<file path="src/rtl/exp_diff_seq_pkg.sv">
// Shared fp-adder definitions: exponent width default and the
// exponent-difference sequencer state encoding.
package exp_diff_seq_pkg;

    localparam int unsigned EXP_W = 8;

    typedef enum logic [1:0] {
        StIdle,
        StSub,
        StNeg,
        StDone
    } ed_state_e;

endpackage

</file>
<file path="src/rtl/fsub_cell.sv">
// Combinational 1-bit full subtractor (x - y - bin) built from two
// half-subtractor stages.
module fsub_cell (
    input  logic x_i,
    input  logic y_i,
    input  logic bin_i,
    output logic d_o,
    output logic bout_o
);

    logic d1;
    logic b1;
    logic b2;

    assign d1     = x_i ^ y_i;
    assign b1     = ~x_i & y_i;
    assign d_o    = d1 ^ bin_i;
    assign b2     = ~d1 & bin_i;
    assign bout_o = b1 | b2;

endmodule

</file>
<file path="src/rtl/exp_diff_seq.sv">
// Bit-serial |ea - eb| sequencer: one subtract pass, then an optional
// two's-complement negation pass through the same 1-bit cell.
module exp_diff_seq
    import exp_diff_seq_pkg::*;
#(
    parameter int unsigned W = EXP_W
) (
    input  logic         clk_i,
    input  logic         rst_ni,
    input  logic         start_i,
    input  logic [W-1:0] ea_i,
    input  logic [W-1:0] eb_i,
    output logic         busy_o,
    output logic         done_o,
    output logic [W-1:0] diff_o,
    output logic         a_lt_b_o
);

    localparam int unsigned CntW = (W > 2) ? $clog2(W) : 1;
    localparam logic [CntW-1:0] CntMax = CntW'(W - 1);

    ed_state_e     state_q, state_d;
    logic [W-1:0]  sa_q, sa_d;
    logic [W-1:0]  sb_q, sb_d;
    logic [W-1:0]  r_q, r_d;
    logic          bq_q, bq_d;
    logic [CntW-1:0] cnt_q, cnt_d;
    logic          lt_q, lt_d;

    logic cell_d;
    logic cell_bout;

    fsub_cell u_fsub_cell (
        .x_i   (sa_q[0]),
        .y_i   (sb_q[0]),
        .bin_i (bq_q),
        .d_o   (cell_d),
        .bout_o(cell_bout)
    );

    always_ff @(posedge clk_i) begin
        if (!rst_ni) begin
            state_q <= StIdle;
            sa_q    <= '0;
            sb_q    <= '0;
            r_q     <= '0;
            bq_q    <= 1'b0;
            cnt_q   <= '0;
            lt_q    <= 1'b0;
        end else begin
            state_q <= state_d;
            sa_q    <= sa_d;
            sb_q    <= sb_d;
            r_q     <= r_d;
            bq_q    <= bq_d;
            cnt_q   <= cnt_d;
            lt_q    <= lt_d;
        end
    end

    always_comb begin
        state_d = state_q;
        sa_d    = sa_q;
        sb_d    = sb_q;
        r_d     = r_q;
        bq_d    = bq_q;
        cnt_d   = cnt_q;
        lt_d    = lt_q;
        unique case (state_q)
            StIdle: begin
                if (start_i) begin
                    sa_d    = ea_i;
                    sb_d    = eb_i;
                    bq_d    = 1'b0;
                    cnt_d   = '0;
                    state_d = StSub;
                end
            end
            StSub, StNeg: begin
                r_d   = {cell_d, r_q[W-1:1]};
                sa_d  = sa_q >> 1;
                sb_d  = sb_q >> 1;
                bq_d  = cell_bout;
                cnt_d = cnt_q + CntW'(1);
                if (cnt_q == CntMax) begin
                    if (state_q == StSub && cell_bout) begin
                        // Negative result: rerun the cell as 0 - r.
                        lt_d    = 1'b1;
                        sa_d    = '0;
                        sb_d    = {cell_d, r_q[W-1:1]};
                        bq_d    = 1'b0;
                        cnt_d   = '0;
                        state_d = StNeg;
                    end else begin
                        if (state_q == StSub) begin
                            lt_d = 1'b0;
                        end
                        state_d = StDone;
                    end
                end
            end
            StDone: state_d = StIdle;
            default: state_d = StIdle;
        endcase
    end

    assign busy_o   = (state_q != StIdle);
    assign done_o   = (state_q == StDone);
    assign diff_o   = r_q;
    assign a_lt_b_o = lt_q;

endmodule

</file>
<file path="config.mk">
export PLATFORM = sky130hd
export DESIGN_NAME = exp_diff_seq
export DESIGN_NICKNAME = d
export VERILOG_FILES = /design/src/rtl/exp_diff_seq_pkg.sv /design/src/rtl/fsub_cell.sv /design/src/rtl/exp_diff_seq.sv
export SDC_FILE = /design/constraint.sdc
export NUM_CORES = 1
export LEC_CHECK = 0
export ABC_AREA = 1
export CAP_MARGIN = 25
export CORE_MARGIN = 4
export CORE_UTILIZATION = 45
export CTS_CLUSTER_DIAMETER = 120
export CTS_CLUSTER_SIZE = 30
export DETAILED_ROUTE_END_ITERATION = 12
export DONT_BUFFER_PORTS = 1
export PLACE_DENSITY = 0.62
export SETUP_SLACK_MARGIN = 0.15
export SLEW_MARGIN = 20
export SYNTH_ARGS = -nofsm -noshare
export SYNTH_HDL_FRONTEND = slang
export SYNTH_SLANG_ARGS = --single-unit
</file>
<file path="constraint.sdc">
create_clock -name clk_i -period 4.7 [get_ports clk_i]
set_clock_uncertainty 0.15 [all_clocks]
set_input_delay 0 -clock clk_i [delete_from_list [all_inputs] [get_ports clk_i]]
set_output_delay 0 -clock clk_i [all_outputs]
set_load 0.01 [all_outputs]
</file>
; Word-level counts from Yosys, hierarchy flattened
; Cells that the tools add are included.
[totals]
reg_bits = 31
in_bits = 19
wordCells = 52
out_inout_bits = 11
[op_classes]
n_eq_ne = 6
add_sub_neg = 1
n_bitwise = 7
mux = 22
n_reduce_logical = 9
[ops]
columns = op, n
row1 = $mux 8, 4
row2 = $pmux 8 s2, 2
row3 = $mux 7, 2
row4 = $mux 3, 3
row5 = $mux 1, 6
row6 = $pmux 2 s3, 1
row7 = $pmux 3 s2, 1
row8 = $reduce_bool 2->1, 3
row9 = $eq 2x2->1 const B, 2
row10 = $mux 2, 2
row11 = $ne 2x2->1 const B, 2
row12 = $reduce_and 2->1, 2
row13 = $add 3x1->3 const B, 1
row14 = $eq 3x3->1 const B, 1
row15 = $reduce_and 3->1, 1
row16 = $and 1x1->1, 2
row17 = $eq 2x1->1 const B, 1
row18 = $logic_not 2->1, 1
row19 = $not 1->1, 2
row20 = $pmux 1 s2, 1
row21 = $reduce_or 2->1, 1
row22 = $xor 1x1->1, 2
row23 = $logic_and 1x1->1, 1
row24 = $or 1x1->1, 1

; Logic depth before layout (Yosys ltp)
; Gate-level depths: netlist of the first run.
[logic_depth]
word_depth = 8
depth_mapped = 9
mapped_depth_nobuf = 8

; Cells and area by module
; A second synthesis of the first run with hierarchy kept.
[unflattened]
hier_cells = 212
area_unflattened_um2 = 1575.3
[modules_own_cells]
columns = module, area_per_inst_um2, n_inst, cells_per_inst, seq_area_each_um2
row1 = exp_diff_seq, 1544.0, 1, 208, 620.6
row2 = fsub_cell, 31.3, 1, 4, 0.0

; Least setup slack after synthesis of the first run
; No wires, ideal clock.
[synth_path]
kind = register to register
startpoint = register cnt_q[0]
endpoint = register state_q[0]
period_less_slack_ns = 1.527
t_arrival_ns = 1.263
stages_incl_launch_ff = 8
n_path_buf = 1
setup_slack_ns = 3.173
required_ns = 4.436
setup_ns = 0.114
path_cell_list = dfxtp_1 -> ha_1 -> ha_1 -> buf_2 -> o21ai_0 -> nand2_1 -> nand2_1 -> nor2_1
[synth_via]
elab_chain_cells = 3
[synth_lines]
columns = element, line
row1 = start: declaration, exp_diff_seq.sv:27  ; logic [CntW-1:0] cnt_q, cnt_d;
row2 = start signal: assignment, exp_diff_seq.sv:56  ; cnt_q <= cnt_d;
row3 = $eq 3x3->1, exp_diff_seq.sv:85  ; if (cnt_q == CntMax) begin
row4 = $ne 2x2->1 (no source line), -
row5 = $reduce_and 2->1 (no source line), -
row6 = end signal: assignment, exp_diff_seq.sv:43  ; state_q <= StIdle;
row7 = end signal: assignment, exp_diff_seq.sv:51  ; state_q <= state_d;
row8 = end: declaration, exp_diff_seq.sv:22  ; ed_state_e state_q, state_d;
; Every way passes these cells.
; A chain may end at the register's enable or synchronous reset.

; Worst setup path after layout of the first run
[layout_path]
startpoint = register state_q[0]
endpoint = register state_q[1]
[layout_via]
elab_cells_between_ends = 9
classes_between = eq/ne (5) / mux (1) / reduce/logical (3)
[layout_rtl]
columns = element, line
row1 = $eq 2x1->1 or $eq 2x2->1 (tied branches), exp_diff_seq.sv:69  ; unique case (state_q)
row2 = $reduce_or 2->1, exp_diff_seq.sv:69
row3 = $pmux 2 s3 *, exp_diff_seq.sv:69
row4 = net state_d[1], exp_diff_seq.sv:22
; The timed path passes the listed nets; every way through them passes the cells marked *.

==> summary.txt, run 1 <==
Routing
  – DRT antenna net count: 0
  – Wire length per cell after detailed routing: about 13 microns
  – Initial detailed-routing violation count: 89
  – Total iterations of the first detailed-routing run: 4
  – Via-to-Cell Ratio: 5.21
  – Routed WL: 3.63 mm
  – Count of vias placed by the detailed router: 1444
  – Number of design rule violations left after detail routing: 0

Critical path
  – Worst Setup Path Type: flop to flop
  – Slowest stage cell, crit path: sky130_fd_sc_hd__ha_2
  – Critical-path cell list: inv_1 > ha_2 > inv_2 > nand2_1 > nand2_1 > dlygate4sd3_1 > a21oi_1 > dlygate4sd3_1
  – Number of cell instances on the worst register-to-register path: 8
  – Data required, critical path: 4.84 ns
  – Top fanout value on the critical path: between 40 and 50
  – Nature of the critical path startpoint: flop
  – Crit end category: flop
  – Worst Path Arrival: 3.18 ns
  – Biggest cell delay along the critical path: 0.77 ns

Place
  – Post-detailed-placement half-perimeter wirelength: 2.45 mm
  – PortBufs: 0
  – Number of cells in the design after placement: 249
  – Total cell area at the placement stage: 1530 sq um
  – Weighted congestion reported at the end of routability-driven placement: approximately 0.8

Power and ir drop
  – P_leak: 0.753 nW
  – Share of total power in the clock network: 0.171
  – Switching part of the total: 0.443
  – Switching power: 0.467 mW
  – Cell Pwr Density: 585 nW/um^2
  – Comb power frac: 0.453
  – Overall power consumption: 1.05 mW
  – Internal power consumption: 0.587 mW
  – Peak supply drop: 0.225 mV
  – Part of the total power dissipated in sequential elements: 0.377

Yosys
  – Number of instances in the synthesized netlist: 215
  – Combined area of all synthesized cells: 1550 sq um
  – Total of flip-flops plus latches after synthesis: 31
  – Post-synth EDFFs: 0
  – Asr flop ratio synth: 0
  – Average instance area after synthesis: between 7 and 8 sq um
  – Flip-flop cell with the highest count after synthesis: sky130_fd_sc_hd__dfxtp_1
  – Commonest cells in the netlist: sky130_fd_sc_hd__o21ai_0 (37), sky130_fd_sc_hd__dfxtp_1 (31), sky130_fd_sc_hd__a21oi_1 (30), sky130_fd_sc_hd__nand2_1 (30), sky130_fd_sc_hd__inv_1 (26)
  – Sequential fraction of the synthesis area: 0.400
  – Synth warn: 0
  – Area share of the largest cell type after synthesis: 0.400
  – Most area-hungry cell type in the Yosys netlist: sky130_fd_sc_hd__dfxtp_1
  – Ranking of synthesized cells by area: sky130_fd_sc_hd__dfxtp_1 (40%), sky130_fd_sc_hd__o21ai_0 (12%), sky130_fd_sc_hd__a21oi_1 (9.7%)
  – Mapped Nets: 240
  – Count leader, synth: sky130_fd_sc_hd__o21ai_0
  – Post-synth cell types: 19

CTS
  – Clock sink count: 31
  – Cells resized by post-CTS repair: 0
  – Clock insertion delay at the later pin of the skew report: 0.34 ns
  – CTS tree: done
  – H-tree depth: 2
  – Clock transition at the registers of the reported paths: 0.10 ns
  – Clock buffers created by TritonCTS: 5
  – Root buffer selected by CTS: sky130_fd_sc_hd__clkbuf_4
  – CTS max path bufs: 2

Final layout
  – Number of antenna cells inserted: 0
  – Final standard cell area without fillers: between 1500 and 2000 sq um
  – Final Instance Count excl. Fillers: between 200 and 300
  – FILL cells: 360
  – Relative area change from synthesis to final layout: 16.1%
  – Layout cells sized above 1: 0.0563
  – Fin nets: approximately 260

GRT
  – Number of antenna violations at the first check in global routing: 0
  – Via count of the first global-routing pass: 1413
  – Total overflow reported by the global router: 0
  – Gr usage total: 0.182
  – Global-route wire length before repair: 6.20 mm
  – Largest net degree at the start of global routing: between 40 and 50

STA
  – Number of hold violations in the final report: 0
  – Unrepaired setup endpoints after global routing: no
  – Final critical path time including I/O delays and setup: approximately 3.0 ns
  – Max Slew Vio Count: 0
  – Setup Total Neg Slack: 0 ns
  – Transition time at the pin with the least slew margin: between 0.8 and 0.9 ns
  – Slew HR: 0.426
  – Portion of the clock cycle consumed by the worst path in the final layout: 0.647
  – Highest clock frequency the design can meet: between 300 and 400 MHz
  – Final-report setup violation count: 0

Floorplanning
  – DIE WIDTH: 66.7 microns
  – Die Y: ~67 microns
  – Die Area: 4450 sq um
  – Total core area: roughly 3300 sq um
  – Initial cell density of the core: 0.465
  – Number of cell rows: 21
  – Top-Level Pins: 30

Hold path
  – Class of the tightest hold or removal check: input pin to flop
  – Cells on Worst Hold Path: 3

Status
  – Result of the run: finished, final reports clean

Job
  – Maximum Capacitance Violations: 0
-- layout by cell type (no fill, tap or decap) --
master,instances
sky130_fd_sc_hd__a21oi_1,30
sky130_fd_sc_hd__clkbuf_1,1
sky130_fd_sc_hd__clkbuf_4,5
sky130_fd_sc_hd__clkbuf_8,2
sky130_fd_sc_hd__dfxtp_1,31
sky130_fd_sc_hd__dlygate4sd3_1,20
sky130_fd_sc_hd__fa_1,1
sky130_fd_sc_hd__ha_1,4
sky130_fd_sc_hd__ha_2,1
sky130_fd_sc_hd__inv_1,26
sky130_fd_sc_hd__inv_2,2
sky130_fd_sc_hd__nand2_1,30
sky130_fd_sc_hd__nand2_2,2
sky130_fd_sc_hd__nand3_1,13
sky130_fd_sc_hd__nand4_1,7
sky130_fd_sc_hd__nand4_4,1
sky130_fd_sc_hd__nor2_1,16
sky130_fd_sc_hd__o21a_1,1
sky130_fd_sc_hd__o21ai_0,37
sky130_fd_sc_hd__o21ai_1,1
-- cell families after synthesis --
family	after synthesis	share of synthesized area
compound gates	69	0.224
fa+ha+maj	6	0.0533
buf+inv	40	0.119
flops	31	0.400
simple gates	69	0.203
-- metrics by stage --
stage                     worst slack, ns  hold slack, ns  utilization
final                                1.66           0.232        0.540
after CTS                            1.36           0.228        0.539
after global routing                 1.44           0.266        0.540
after global placement               2.20         -0.0232        0.458
after floorplan                      3.17          0.0101            -
after detailed placement             2.11         -0.0159        0.458
-- critical path: cells and delay by family, from the launching register on --
kind | cells | cell delay [ns]
simple gates | 2 | 0.17
compound gates | 1 | 0.11
fa+ha+maj | 1 | 0.77
buf+inv | 4 | 1.41
flops | 1 | 0.37
-- timing repair --
action,in CTS,in global routing
setup buffers,0,0
hold buffers,20,0
endpoints found under the hold margin,31,0
-- final timing paths --
path	startpoint	end	slack (ns)
setup / recovery	state_q[0]	state_q[1]	1.66
hold / removal	ea_i[7]	sa_q[7]	0.23
setup reg to reg	state_q[0]	state_q[1]	1.66
hold reg to reg	sa_q[7]	sa_q[7]	0.32
-- power groups by stage --
stage	logic, mW	registers, mW	clock network (mW)
2_1_floorplan	0.408	0.391	0
3_3_place_gp	0.430	0.400	0
3_5_place_dp	0.444	0.403	0
4_1_cts	0.470	0.397	0.182
5_1_grt	0.550	0.405	0.192
6_report	0.477	0.397	0.180
-- area by class of cell --
| type | instances | area (sq um) | share of cell area |
|---|---|---|---|
| multi-input combinational | 144 | 748 | 0.416 |
| timing repair buffer | 20 | 200 | 0.111 |
| inverter | 28 | 105 | 0.0584 |
| tap | 46 | 57.6 | 0.0320 |
| clock buffer | 8 | 68.8 | 0.0382 |
| sequential | 31 | 621 | 0.345 |
-- metal layers --
| metal | vias to the layer above | part of all wire | GRT usage |
|---|---|---|---|
| met1 | 665 | 0.48 | 0.231 |
| met4 | 0 | 0.015 | 0.0685 |
| met2 | 30 | 0.44 | 0.278 |
| met5 | - | 0 | 0 |
| li1 | 741 | - | - |
| met3 | 8 | 0.065 | 0.0658 |
-- registers in the layout, indices dropped and copies added, names as in the netlist --
signal / cells
diff_o: 8
sa_q: 8
sb_q: 8
cnt_q: 3
state_q: 2
a_lt_b_o: 1
bq_q: 1
Power figures use the tool's default switching activity.
==> inputs of run 2 (changes only) <==
Settings changed: ABC_AREA 1 to 0, PLACE_DENSITY 0.62 to 0.64.
Clock period 4.7 ns to 2.5 ns, I/O delays scaled along.
==> run 2 against run 1 <==
  * Largest power group is now registers
  * Final area shrank 0.28%
  * Clock power grew 130%
  * Area after synthesis fell by 4.0%
  * Final cell count decreased by 14%
  * Routed wire length grew 2.2%
  * Combinational power fell by 52%
  * Critical path depth decreased by 1
  * Power increased by 14%
  * Sequential share of layout area grew 0.096 points
  * Via count fell by 5.3%
  * Global-route usage is 0.065 points higher
==> summary.txt, run 2 <==
Power and ir drop
  – Switching power: 0.329 mW (was 0.467 mW)
  – Share of total power in the clock network: 0.343 (was 0.171)
  – Cell Pwr Density: 668 nW/um^2 (was 585 nW/um^2)
  – Internal power consumption: 0.870 mW (was 0.587 mW)
  – Peak supply drop: 0.382 mV (was 0.225 mV)
  – Part of the total power dissipated in sequential elements: 0.465 (was 0.377)
  – P_leak: 0.674 nW (was 0.753 nW)
  – Comb power frac: 0.192 (was 0.453)
  – Switching part of the total: 0.274 (was 0.443)

CTS
  – Root buffer selected by CTS: sky130_fd_sc_hd__clkbuf_4 (unchanged)
  – Clock buffers created by TritonCTS: 5 (unchanged)
  – H-tree depth: 2 (unchanged)
  – CTS tree: done (unchanged)
  – CTS max path bufs: 2 (unchanged)
  – Clock sink count: 31 (unchanged)
  – Setup Buffers After CTS: 0 (unchanged)
  – Clock transition at the registers of the reported paths: 0.10 ns (about the same)
  – Post-CTS Hold Fix Bufs: 20 (unchanged)
  – Cells resized by post-CTS repair: 0 (unchanged)
  – Clock insertion delay at the later pin of the skew report: 0.33 ns (was 0.34 ns)

Yosys
  – Combined area of all synthesized cells: 1490 sq um (was 1550 sq um)
  – Most area-hungry cell type in the Yosys netlist: sky130_fd_sc_hd__dfxtp_1 (unchanged)
  – Count leader, synth: sky130_fd_sc_hd__dfxtp_1 (was sky130_fd_sc_hd__o21ai_0)
  – Sequential fraction of the synthesis area: 0.417 (was 0.400)
  – Number of instances in the synthesized netlist: 174 (was 215)
  – Area share of the largest cell type after synthesis: 0.417 (was 0.400)
  – Commonest cells in the netlist: sky130_fd_sc_hd__dfxtp_1 (31), sky130_fd_sc_hd__nand3_1 (23), sky130_fd_sc_hd__a21oi_1 (20) (was sky130_fd_sc_hd__o21ai_0 (37), sky130_fd_sc_hd__dfxtp_1 (31), sky130_fd_sc_hd__a21oi_1 (30), sky130_fd_sc_hd__nand2_1 (30), sky130_fd_sc_hd__inv_1 (26))
  – Total of flip-flops plus latches after synthesis: 31 (unchanged)
  – Average instance area after synthesis: 8.56 sq um (was 7.21 sq um)
  – Asr flop ratio synth: 0 (unchanged)
  – Mapped Nets: 199 (was 240)
  – Ranking of synthesized cells by area: sky130_fd_sc_hd__dfxtp_1 (42%), sky130_fd_sc_hd__nand3_1 (7.7%), sky130_fd_sc_hd__a21oi_1 (6.7%) (was sky130_fd_sc_hd__dfxtp_1 (40%), sky130_fd_sc_hd__o21ai_0 (12%), sky130_fd_sc_hd__a21oi_1 (9.7%))
  – Flip-flop cell with the highest count after synthesis: sky130_fd_sc_hd__dfxtp_1 (unchanged)
  – Post-synth cell types: 29 (was 19)
  – Synth warn: 0 (unchanged)
  – Post-synth EDFFs: 0 (unchanged)

GRT
  – Global routing usage on met1: 0.240 (was 0.231)
  – Gr usage total: 0.182 (about the same)
  – Met3 Resource Use GR: 0.0667 (was 0.0658)
  – Global-route wire length before repair: 6.00 mm (was 6.20 mm)
  – Via count of the first global-routing pass: 1266 (was 1413)
  – Number of antenna violations at the first check in global routing: 0 (unchanged)
  – Routing layer with the top usage in global route: met2 (unchanged)
  – Grt met2 use: 0.271 (was 0.278)
  – Total overflow reported by the global router: 0 (unchanged)
  – Largest net degree at the start of global routing: 20 (was 42)

Critical path
  – Number of cell instances on the worst register-to-register path: 7 (was 8)
  – Top fanout value on the critical path: 11 (was 41)
  – Worst reg2reg startpoint: state_q[1] (was state_q[0])
  – Worst setup path startpoint: state_q[1] (was state_q[0])
  – Crit end category: flop (unchanged)
  – Worst Path Arrival: 2.30 ns (was 3.18 ns)
  – Nature of the critical path startpoint: flop (unchanged)
  – Data required, critical path: 2.58 ns (was 4.84 ns)
  – Worst Setup Path Type: flop to flop (unchanged)

Status
  – Result of the run: finished, final reports clean (unchanged)

STA
  – Slew HR: 0.566 (was 0.426)
  – Setup Total Neg Slack: 0 ns (unchanged)
  – Portion of the clock cycle consumed by the worst path in the final layout: 0.889 (was 0.647)
  – Final critical path time including I/O delays and setup: 2.22 ns (was 3.04 ns)
  – Number of hold violations in the final report: 0 (unchanged)
  – Transition time at the pin with the least slew margin: 0.650 ns (was 0.858 ns)
  – Worst Setup Slack, final: 0.278 ns (was 1.66 ns)
  – Max Slew Vio Count: 0 (unchanged)
  – Unrepaired setup endpoints after global routing: no (unchanged)
  – Final-report setup violation count: 0 (unchanged)
  – Highest clock frequency the design can meet: 450 MHz (was 329 MHz)

Routing
  – DRT antenna net count: 0 (unchanged)
  – Number of design rule violations left after detail routing: 0 (unchanged)
  – Routed WL: 3.71 mm (was 3.63 mm)
  – Count of vias placed by the detailed router: 1367 (was 1444)
  – Via-to-Cell Ratio: 5.77 (was 5.21)
  – Wire length per cell after detailed routing: 15.7 microns (was 13.1 microns)
  – Initial detailed-routing violation count: 118 (was 89)
  – Total iterations of the first detailed-routing run: 4 (unchanged)

Hold path
  – Worst Hold Launch: start_i (was ea_i[7])
  – Cells on Worst Hold Path: 2 (was 3)
  – Class of the tightest hold or removal check: input pin to flop (unchanged)

Final layout
  – Fin nets: 217 (was 255)
  – Area taken by flip-flops and latches: 621 sq um (unchanged)
  – Multi-input gate area: 777 sq um (was 748 sq um)
  – Final Instance Count excl. Fillers: 237 (was 277)
  – Relative area change from synthesis to final layout: 20.6% (was 16.1%)
  – FILL cells: 289 (was 360)
  – Leading cell types in the layout, fill and taps excluded: sky130_fd_sc_hd__dfxtp_1 (31), sky130_fd_sc_hd__nand3_1 (23), sky130_fd_sc_hd__a21oi_1 (20), sky130_fd_sc_hd__dlygate4sd3_1 (20), sky130_fd_sc_hd__o21ai_0 (15) (was sky130_fd_sc_hd__o21ai_0 (37), sky130_fd_sc_hd__dfxtp_1 (31), sky130_fd_sc_hd__a21oi_1 (30), sky130_fd_sc_hd__nand2_1 (30), sky130_fd_sc_hd__inv_1 (26))
  – Number of antenna cells inserted: 0 (unchanged)
  – Most common cell after layout, fill and taps aside: sky130_fd_sc_hd__dfxtp_1 (was sky130_fd_sc_hd__o21ai_0)
  – Layout cells sized above 1: 0.0674 (was 0.0563)

Floorplanning
  – DIE WIDTH: 65.5 microns (was 66.7 microns)
  – Initial cell density of the core: 0.480 (was 0.465)
  – Total core area: 3100 sq um (was 3340 sq um)
  – Die Area: 4290 sq um (was 4450 sq um)
  – Die Y: 65.5 microns (was 66.7 microns)
  – Number of cell rows: 20 (was 21)
  – Top-Level Pins: 30 (unchanged)

Place
  – Post-detailed-placement half-perimeter wirelength: 2.42 mm (was 2.45 mm)
  – Weighted congestion reported at the end of routability-driven placement: 0.825 (was 0.791)
  – PortBufs: 0 (unchanged)
  – Number of cells in the design after placement: 209 (was 249)
  – Setup slack after placement: 0.411 ns (was 2.11 ns)

Job
  – Maximum Capacitance Violations: 0 (unchanged)
## run 2: changes by cell type after synthesis, moves of 7 or more
| cell | before | now |
|---|---|---|
| sky130_fd_sc_hd__a21oi_1 | 30 | 20 |
| sky130_fd_sc_hd__o21ai_0 | 37 | 15 |
| sky130_fd_sc_hd__nand2_1 | 30 | 7 |
| sky130_fd_sc_hd__nand3_1 | 13 | 23 |
| sky130_fd_sc_hd__o21bai_1 | 0 | 7 |
| sky130_fd_sc_hd__mux2i_1 | 0 | 8 |
| sky130_fd_sc_hd__a41oi_1 | 0 | 7 |
| sky130_fd_sc_hd__inv_1 | 26 | 6 |
| sky130_fd_sc_hd__nor2_1 | 16 | 9 |
## run 2: cells by family (layout without fill, tap and decap cells)
family | Yosys count | count (layout) | share of synthesized area
buf+inv | 20 | 39 | 0.0613
fa+ha+maj | 6 | 6 | 0.0555
mux | 9 | 9 | 0.0613
compound gates | 55 | 55 | 0.227
simple gates | 53 | 53 | 0.178
flops | 31 | 31 | 0.417
## run 2: path summary, 6_finish.rpt
kind | slack (ns) | endpoint
setup / recovery | 0.28 | sa_q[2]
hold / removal | 0.06 | sb_q[1]
setup reg to reg | 0.28 | sa_q[2]
hold reg to reg | 0.32 | cnt_q[2]
## run 2: cell type report
cell class	count	share of cell area
inverters	7	0.0146
repair buffers	24	0.128
clock inverters	2	0.0195
well taps	44	0.0307
clock buffers	6	0.0286
flip-flops and latches	31	0.346
multi-input cells	123	0.433
## run 2: per-stage QoR
step                power [mW]  hold slack (ns)  utilization  instance area (sq um)
global route              1.26           0.0832        0.579                   1800
floorplan                0.718         -0.00769            -                   1490
CTS                       1.20           0.0544        0.579                   1800
global placement         0.755         -0.00944        0.486                   1510
finish                    1.20           0.0607        0.579                   1800
detailed placement       0.761         -0.00534        0.486                   1510
## run 2: power by group through the flow
stage	combinational [mW]	sequential [mW]	clock [mW]
4_1_cts	0.226	0.557	0.418
6_report	0.230	0.558	0.412
3_3_place_gp	0.187	0.567	0
2_1_floorplan	0.156	0.562	0
3_5_place_dp	0.193	0.568	0
5_1_grt	0.253	0.563	0.444
## run 2: critical path: stages, from the launching register on
cell	delay (ns)
sky130_fd_sc_hd__dfxtp_1	0.37
sky130_fd_sc_hd__inv_1	0.07
sky130_fd_sc_hd__ha_1	0.44
sky130_fd_sc_hd__mux2i_1	0.12
sky130_fd_sc_hd__buf_4	0.19
sky130_fd_sc_hd__a21oi_1	0.15
sky130_fd_sc_hd__dlygate4sd3_1	0.57
sky130_fd_sc_hd__a21oi_1	0.06
## run 2: layer usage
| metal | wire (microns) | vias to the layer above | share of wire |
|---|---|---|---|
| li1 | - | 670 | - |
| met1 | 1660 | 650 | 0.45 |
| met2 | 1740 | 42 | 0.47 |
| met3 | 264 | 5 | 0.071 |
| met4 | 42 | 0 | 0.011 |
| met5 | 0 | - | 0 |
==> inputs of run 3 (changes only) <==
Settings changed: MAX_ROUTING_LAYER set to met4.
==> run 3 against run 2 <==
  * Critical path depth is the same
  * First-iteration DRC count rose by 12%
  * Highest routed layer unchanged
  * Sequential cell count unchanged
  * Core utilization stayed put
  * Sequential power about the same
  * Non-clock buffer count unchanged
  * Die area stayed put
  * Clock power is essentially flat
  * Setup slack worse by 0.0018 ns
  * Hold slack gained 0.0069 ns
  * Combinational power is essentially flat
  * Via count rose by 1.0%
==> summary.txt, run 3 (synthesis results as in run 2) <==
Status
  – Result of the run: finished, final reports clean (unchanged)

Critical path
  – Minimum setup slack among reg-to-reg paths: 0.28 ns (about the same)
  – Worst Setup Path Type: flop to flop (unchanged)
  – Biggest cell delay along the critical path: 0.57 ns (about the same)
  – Cell mode on critical path: sky130_fd_sc_hd__a21oi_1 (unchanged)
  – Critical-path cell list: inv_1 > ha_1 > mux2i_1 > buf_4 > a21oi_1 > dlygate4sd3_1 > a21oi_1 (unchanged)
  – Slowest stage cell, crit path: sky130_fd_sc_hd__dlygate4sd3_1 (unchanged)
  – Top fanout value on the critical path: 11 (unchanged)
  – Nature of the critical path startpoint: flop (unchanged)
  – Worst Path Arrival: 2.30 ns (about the same)
  – Crit end category: flop (unchanged)
  – Data required, critical path: 2.58 ns (about the same)

Place
  – Weighted congestion reported at the end of routability-driven placement: 0.838 (was 0.825)
  – Number of cells in the design after placement: 209 (unchanged)
  – Post-detailed-placement half-perimeter wirelength: 2.42 mm (unchanged)
  – Total cell area at the placement stage: 1510 sq um (unchanged)
  – PortBufs: 0 (unchanged)

GRT
  – Total overflow reported by the global router: 0 (unchanged)
  – Global-route wire length before repair: 6.00 mm (about the same)
  – Largest net degree at the start of global routing: 20 (unchanged)
  – Number of antenna violations at the first check in global routing: 0 (unchanged)
  – Gr usage total: 0.187 (was 0.182)
  – Via count of the first global-routing pass: 1270 (was 1266)

CTS
  – Root buffer selected by CTS: sky130_fd_sc_hd__clkbuf_4 (unchanged)
  – CTS tree: done (unchanged)
  – Clock transition at the registers of the reported paths: 0.10 ns (about the same)
  – Cells resized by post-CTS repair: 0 (unchanged)
  – Clock buffers created by TritonCTS: 5 (unchanged)
  – Clock insertion delay at the later pin of the skew report: 0.33 ns (about the same)
  – H-tree depth: 2 (unchanged)
  – Clock sink count: 31 (unchanged)
  – CTS max path bufs: 2 (unchanged)

Power and ir drop
  – Overall power consumption: 1.20 mW (about the same)
  – Share of total power in the clock network: 0.342 (was 0.343)
  – Internal power consumption: 0.870 mW (about the same)
  – Comb power frac: 0.192 (about the same)
  – Switching part of the total: 0.274 (about the same)
  – Peak supply drop: 0.380 mV (was 0.382 mV)
  – P_leak: 0.674 nW (unchanged)
  – Switching power: 0.329 mW (about the same)
  – Cell Pwr Density: 668 nW/um^2 (about the same)
  – Part of the total power dissipated in sequential elements: 0.466 (was 0.465)

Floorplanning
  – Die Y: 65.5 microns (unchanged)
  – Total core area: 3100 sq um (unchanged)
  – Initial cell density of the core: 0.480 (unchanged)
  – Number of cell rows: 20 (unchanged)
  – DIE WIDTH: 65.5 microns (unchanged)
  – Die Area: 4290 sq um (unchanged)
  – Top-Level Pins: 30 (unchanged)

Final layout
  – Leading cell types in the layout, fill and taps excluded: sky130_fd_sc_hd__dfxtp_1 (31), sky130_fd_sc_hd__nand3_1 (23), sky130_fd_sc_hd__a21oi_1 (20), sky130_fd_sc_hd__dlygate4sd3_1 (20), sky130_fd_sc_hd__o21ai_0 (15) (unchanged)
  – Fin nets: 217 (unchanged)
  – Relative area change from synthesis to final layout: 20.6% (unchanged)
  – Number of antenna cells inserted: 0 (unchanged)
  – Most common cell after layout, fill and taps aside: sky130_fd_sc_hd__dfxtp_1 (unchanged)
  – Final standard cell area without fillers: 1800 sq um (unchanged)
  – Final Instance Count excl. Fillers: 237 (unchanged)
  – Layout cells sized above 1: 0.0674 (unchanged)

STA
  – Number of hold violations in the final report: 0 (unchanged)
  – Final critical path time including I/O delays and setup: 2.22 ns (about the same)
  – Max Slew Vio Count: 0 (unchanged)
  – Transition time at the pin with the least slew margin: 0.649 ns (was 0.650 ns)
  – Slew HR: 0.566 (about the same)
  – Highest clock frequency the design can meet: 450 MHz (about the same)
  – Setup Total Neg Slack: 0 ns (unchanged)
  – Portion of the clock cycle consumed by the worst path in the final layout: 0.890 (was 0.889)
  – Unrepaired setup endpoints after global routing: no (unchanged)
  – Final-report setup violation count: 0 (unchanged)

Routing
  – Number of design rule violations left after detail routing: 0 (unchanged)
  – Routed WL: 3.72 mm (was 3.71 mm)
  – Initial detailed-routing violation count: 132 (was 118)
  – Total iterations of the first detailed-routing run: 4 (unchanged)
  – Via-to-Cell Ratio: 5.83 (was 5.77)
  – Count of vias placed by the detailed router: 1381 (was 1367)
  – Wire length per cell after detailed routing: 15.7 microns (about the same)
  – DRT antenna net count: 0 (unchanged)

Job
  – Maximum Capacitance Violations: 0 (unchanged)

Hold path
  – Class of the tightest hold or removal check: input pin to flop (unchanged)
## run 3: metrics by stage
step            util  worst slack [ns]  hold WS (ns)
2_1_floorplan      -             0.598      -0.00769
3_3_place_gp   0.486             0.480      -0.00944
3_5_place_dp   0.486             0.411      -0.00534
4_1_cts        0.579             0.319        0.0544
5_1_grt        0.579             0.164        0.0832
6_report       0.579             0.276        0.0676
## run 3: path summary, 6_finish.rpt
path,cells past startpoint,start,endpoint
setup / recovery,7,state_q[1],sa_q[2]
hold / removal,2,start_i,sb_q[1]
setup reg to reg,7,state_q[1],sa_q[2]
hold reg to reg,2,cnt_q[2],cnt_q[2]
## run 3: timing repair
action                                  in CTS  in global routing
setup buffers                                0                  0
endpoints found under the setup margin       0                  0
hold endpoints to repair                    30                  0
hold buffers                                20                  0
## run 3: final cells by class
type | count | area, sq um
flip-flops and latches | 31 | 621
repair buffers | 24 | 230
well taps | 44 | 55.1
multi-input cells | 123 | 777
inverters | 7 | 26.3
clock buffers | 6 | 51.3
fillers | 289 | 1310
clock inverters | 2 | 35.0
## run 3: power by group through the flow
stage | logic [mW] | registers [mW] | clock network (mW)
after detailed placement | 0.193 | 0.568 | 0
after floorplan | 0.156 | 0.562 | 0
after CTS | 0.226 | 0.557 | 0.418
final | 0.231 | 0.558 | 0.410
after global placement | 0.187 | 0.567 | 0
after global routing | 0.253 | 0.563 | 0.444
## run 3: per-layer routing
metal / up-vias / share of wire / GRT usage
li1: 671 / - / -
met1: 655 / 0.45 / 0.240
met2: 50 / 0.45 / 0.271
met3: 5 / 0.082 / 0.0667
met4: 0 / 0.011 / 0.0674
met5: - / 0 / -
## run 3: worst max-delay path, delay by kind of cell (launching register included)
family / cells / cell delay, ns
AO/OA/AOI/OAI: 2 / 0.21
multiplexers: 1 / 0.12
flip-flops: 1 / 0.38
buffers and inverters: 3 / 0.83
adder cells (fa/ha/maj): 1 / 0.44
